==> config.mk <==
export PLATFORM = sky130hd
export DESIGN_NAME = fifo_mem
export DESIGN_NICKNAME = d
export VERILOG_FILES = /design/src/rtl/fifo_mem_pkg.sv /design/src/rtl/fifo_mem_ctrl.sv /design/src/rtl/fifo_mem.sv
export SDC_FILE = /design/constraint.sdc
export NUM_CORES = 1
export LEC_CHECK = 0
export CAP_MARGIN = 20
export CORE_ASPECT_RATIO = 0.75
export CORE_MARGIN = 1
export CORE_UTILIZATION = 50
export DETAILED_ROUTE_END_ITERATION = 12
export PLACE_DENSITY = 0.71
export SYNTH_ARGS = -nofsm -noshare
export SYNTH_HDL_FRONTEND = slang
export SYNTH_SLANG_ARGS = --single-unit
==> constraint.sdc <==
create_clock -name clk -period 3.3 [get_ports clk]
set_input_delay 0.33 -clock clk [delete_from_list [all_inputs] [get_ports clk]]
set_output_delay 0.33 -clock clk [all_outputs]
set_load 0.005 [all_outputs]
==> src/rtl/fifo_mem_pkg.sv <==
// Shared constants for the FloPoCo word FIFO: exception field width,
// exception encodings and default geometry.
package fifo_mem_pkg;

  // FloPoCo exception field sits above the IEEE-style payload.
  localparam int EXC_W = 2;

  typedef enum logic [EXC_W-1:0] {
    EXC_ZERO   = 2'b00,
    EXC_NORMAL = 2'b01,
    EXC_INF    = 2'b10,
    EXC_NAN    = 2'b11
  } exc_e;

  localparam int DEF_WIDTH     = 32;
  localparam int DEF_ADDR_BITS = 2;

endpackage

==> src/rtl/fifo_mem_ctrl.sv <==
// FIFO bookkeeping: read/write pointers, occupancy count, full/empty
// flags and the accept decisions for each port.
module fifo_ctrl
  import fifo_mem_pkg::*;
#(
  parameter int ADDR_BITS = DEF_ADDR_BITS
) (
  input  logic                 clk,
  input  logic                 rst,
  input  logic                 wr_en,
  input  logic                 rd_en,
  output logic                 do_wr,
  output logic                 do_rd,
  output logic [ADDR_BITS-1:0] wr_ptr,
  output logic [ADDR_BITS-1:0] rd_ptr,
  output logic [ADDR_BITS:0]   count,
  output logic                 full,
  output logic                 empty
);

  localparam logic [ADDR_BITS:0]   CNT_ONE  = {{ADDR_BITS{1'b0}}, 1'b1};
  localparam logic [ADDR_BITS:0]   CNT_FULL = {1'b1, {ADDR_BITS{1'b0}}};
  localparam logic [ADDR_BITS-1:0] PTR_ONE  = {{(ADDR_BITS-1){1'b0}}, 1'b1};

  assign full  = (count == CNT_FULL);
  assign empty = (count == '0);

  // A read never bypasses an empty FIFO; a write into a full FIFO is allowed
  // only when a read frees the slot at the same edge.
  assign do_rd = rd_en & ~empty;
  assign do_wr = wr_en & (~full | do_rd);

  // Pointer and occupancy state; pointers wrap naturally at DEPTH.
  // NOTE: sequential state uses non-blocking (<=) so every register samples
  // the pre-edge values, independent of statement order.
  always_ff @(posedge clk or negedge rst) begin
    if (!rst) begin
      wr_ptr <= '0;
      rd_ptr <= '0;
      count  <= '0;
    end else begin
      if (do_wr) wr_ptr <= wr_ptr + PTR_ONE;
      if (do_rd) rd_ptr <= rd_ptr + PTR_ONE;
      case ({do_wr, do_rd})
        2'b10:   count <= count + CNT_ONE;
        2'b01:   count <= count - CNT_ONE;
        default: count <= count;
      endcase
    end
  end

endmodule

==> src/rtl/fifo_mem.sv <==
// Single-clock FIFO for FloPoCo floating-point words (exception bits plus
// WIDTH-bit payload). Holds the storage array and the read-data path;
// pointer/count bookkeeping lives in fifo_ctrl.
module fifo_mem
  import fifo_mem_pkg::*;
#(
  parameter int WIDTH     = DEF_WIDTH,
  parameter int ADDR_BITS = DEF_ADDR_BITS,
  parameter bit REG_OUT   = 1'b1
) (
  input  logic                   clk,
  input  logic                   rst,
  input  logic [WIDTH+EXC_W-1:0] data_in,
  input  logic                   wr_en,
  input  logic                   rd_en,
  output logic [WIDTH+EXC_W-1:0] data_out,
  output logic                   full,
  output logic                   empty,
  output logic [ADDR_BITS:0]     count
);

  localparam int DEPTH = 2 ** ADDR_BITS;
  localparam int W     = WIDTH + EXC_W;

  logic [W-1:0]         mem [DEPTH];
  logic [ADDR_BITS-1:0] wr_ptr;
  logic [ADDR_BITS-1:0] rd_ptr;
  logic                 do_wr;
  logic                 do_rd;

  fifo_ctrl #(
    .ADDR_BITS(ADDR_BITS)
  ) u_ctrl (
    .clk   (clk),
    .rst   (rst),
    .wr_en (wr_en),
    .rd_en (rd_en),
    .do_wr (do_wr),
    .do_rd (do_rd),
    .wr_ptr(wr_ptr),
    .rd_ptr(rd_ptr),
    .count (count),
    .full  (full),
    .empty (empty)
  );

  // Storage write; words are kept bit-exact.
  // NOTE: the array has no reset; stale entries are unreachable once the
  // pointers and count are cleared, and leaving it out keeps it a plain RAM.
  always_ff @(posedge clk) begin
    if (do_wr) mem[wr_ptr] <= data_in;
  end

  generate
    if (REG_OUT) begin : g_reg_out
      // Registered read port: loads the head entry only on an accepted read.
      always_ff @(posedge clk or negedge rst) begin
        if (!rst)       data_out <= '0;
        else if (do_rd) data_out <= mem[rd_ptr];
      end
    end else begin : g_fwft
      // First-word fall-through: head entry shown directly, zero when empty.
      // NOTE: every path assigns data_out (default first), so no latch forms.
      always_comb begin
        data_out = '0;
        if (!empty) data_out = mem[rd_ptr];
      end
    end
  endgenerate

endmodule

==> impl_metrics.yaml <==
timing:
  slew_headroom_pct: 39.9
  fmax_ghz: 0.429
  fin_crit_sh_pct: 70.6
  finClkSkew_ns: 0.00713
  period_needed_ns: 2.33
  slew_violations: 0
  tns_ns: 0
  setup_slack_ns: 0.970
  rsz0062_at_grt: "no"
  setup_viol: 0
  worst_pin_slew_ns: 0.902
  hold_violations: 0
setup_path:
  cp_num_buf_inv: 1
  critPathTopFamily: "simple AND/OR/NAND/NOR gates"
  cp_max_fo: 8
  startpoint_type: "input pin"
  slowest_delay_ns: 0.66
  critPathKind: "in -> reg"
  path_cells: "clkdlybuf4s50_1 > o31ai_4 > or2_2 > fa_1 > or3b_1 > and3_1 > a221o_1"
  critPathRequiredTime_ns: 3.60
  worstPathArrival_ns: 2.63
  cp_slowest_cell: "clkdlybuf4s50_1"
  endpoint_kind: "flip-flop"
synthesis:
  synth.area.mux_share_pct: 17.4
  synth_compound_area_share_pct: 1.10
  synth_top_family_by_area: "multiplexers"
  syn_inst: 303
  synth-adder-area-share_pct: 1.04
  synth_xor_area_share_pct: 0.652
  syn_area_per_cell_sq_um: 22.2
  synth_ff_type: "edfxtp_1"
  synthSimpleGateAreaFrac_pct: 1.44
  synth_common_cells: "edfxtp_1, dfrtp_1, mux4_2"
  synth_edf_count: 136
  ys_seq_area_share_pct: 76.1
  netlist.area_leader.share_pct: 60.8
  synthTopCellsByArea: "edfxtp_1, dfrtp_1, mux4_2, mux2_2, buf_6"
  ys_seq_elements: 177
  synth_nets: 346
  synth_area_sq_um: 6710
  ys_warn_count: 0
  yosysTopAreaCell: "edfxtp_1"
  synthArstFlopShare_pct: 23.2
  synth_cell_type_count: 30
  yosysMostFrequentCell: "edfxtp_1"
pwr:
  swShare_pct: 26.5
  worst_ir_drop_vdd_uv: 513
  switching_power_uw: 1960
  pwr-share-seq_pct: 46.3
  p_per_area_nw_per_um2: 896
  p_clk_share_pct: 25.8
  combPwrFrac_pct: 27.9
  internal_power_uw: 5440
  power.leakage_uw: 0.00288
worst_hold_path:
  hold_path.class: "in -> async"
cts:
  cts_max_path_buffers: 2
  cts_tree: "yes"
  clock-sinks: 177
  cts_made_buffers: 17
  root_buffer: "clkbuf_16"
  cts.htree.levels: 4
  clkTransAtPathRegs_ns: 0.06
  cts_setup_buffers: 0
  clk_latency_ns: 0.41
global_route:
  grt_usage_pct: 17.6
  grt_max_degree: 42
  grt_overflow: 0
  antenna_found_initial: 0
  first_global_vias: 3077
  grt_first_pass_wirelength_um: 17100
job:
  drv_cap: 0
place:
  dpl.hpwl_um: 6760
  portBuffers: 76
  place_ws_ns: 0.544
  gp_congestion: 0.704
detailed_routing:
  drc: 0
  drt_iter0_markers: 157
  avgRoutedWirePerCell_um: 19.7
  dr_wl_met3_um: 503
  dr.pass1.iters: 4
  highest-signal-layer: "met4"
  met2_length_um: 5230
  avgViaCountPerCell: 5.38
  drt-total-wl_um: 11300
  final_antenna_net_count: 0
  dr_total_vias: 3103
  drt-met1-wl_um: 5520
cells_and_area:
  antenna_cells: 0
  syn2layout_area_growth_pct: 23.1
  drive_gt1_share_pct: 28.6
  layout.nets: 436
die:
  coreArea_sq_um: 13100
  die_w_um: 136
  start_util_pct: 51.4
  die_h_um: 102
  rows: 36
  ios: 77
  die_area_sq_um: 13900
run_status:
  status: "finished, final reports clean"
-- cell families (layout without fill, tap and decap cells) --
group | after synthesis | in the layout
multiplexers | 69 | 69
AND/OR/NAND/NOR | 16 | 16
XOR/XNOR | 5 | 5
AO/OA/AOI/OAI | 8 | 8
flip-flops | 177 | 177
buffers and inverters | 23 | 126
adder cells (fa/ha/maj) | 5 | 5
-- worst reg2reg max path: stages (launching register included) --
cell	delay (ns)
dfrtp_1	0.52
o31ai_4	0.12
or2_2	0.30
fa_1	0.40
or3b_1	0.37
and3_1	0.19
a221o_1	0.25
-- power by group through the flow --
stage          Combinational [uW]  Sequential, uW  Clock (uW)
5_1_grt                      2240            3500        2040
3_3_place_gp                 2050            3440           0
6_report                     2060            3420        1910
2_1_floorplan                1390            3280           0
3_5_place_dp                 2090            3480           0
4_1_cts                      2100            3440        1960
-- final timing paths --
| path | startpoint | endpoint | slack [ns] | cells after the start |
|---|---|---|---|---|
| max | rd_en | u_ctrl.count[2] | 0.97 | 7 |
| min | rst | u_ctrl.count[1] | 0.43 | 2 |
| max reg2reg | u_ctrl.count[0] | u_ctrl.count[2] | 1.04 | 6 |
| min reg2reg | data_out[30] | data_out[30] | 0.50 | 1 |
| max in group asynchronous | rst | u_ctrl.rd_ptr[1] | 2.34 | 3 |
| min in group clk | data_out[30] | data_out[30] | 0.50 | 1 |
-- per-layer routing --
layer	vias to the layer above	GRT usage [%]
met4	0	5.27
met3	11	5.16
met2	83	26.0
li1	1393	-
met1	1616	25.6
met5	-	0
-- timing repair --
item                      in CTS  in global routing
hold buffers                   0                  1
hold endpoints to repair       0                 20
resized for setup              0                  0
-- final cells by class --
cell class | instances | area [sq um]
clock inverters | 15 | 144
fillers | 887 | 4800
multi-input cells | 103 | 1460
repair buffers | 86 | 878
flip-flops and latches | 177 | 5110
well taps | 171 | 214
clock buffers | 17 | 425
inverters | 8 | 30.0
-- cell usage in the layout, fill, tap and decap left out, types with 4 or more instances in the layout --
cell type,instances
and2_2,4
buf_4,6
clkbuf_16,17
clkdlybuf4s50_1,75
clkinv_1,4
clkinv_4,4
dfrtp_1,39
edfxtp_1,136
ha_1,4
inv_1,8
mux2_2,33
mux4_2,34
-- through the flow --
| stage | util, % | instances | power [uW] | hold WS (ns) | instance area [sq um] |
|---|---|---|---|---|---|
| 2_1_floorplan | - | 303 | 4670 | 0.0344 | 6710 |
| 3_3_place_gp | 58.6 | 543 | 5500 | 0.488 | 7650 |
| 3_5_place_dp | 58.6 | 543 | 5570 | 0.492 | 7650 |
| 4_1_cts | 63.0 | 575 | 7500 | 0.111 | 8220 |
| 5_1_grt | 63.2 | 577 | 7780 | 0.474 | 8260 |
| 6_report | 63.2 | 577 | 7400 | 0.435 | 8260 |
-- sequential cells by signal, indices dropped and copies added (netlist names) --
register	cells
mem	136
u_ctrl.count	3
data_out	34
u_ctrl.wr_ptr	2
u_ctrl.rd_ptr	2
Power figures use the tool's default switching activity.
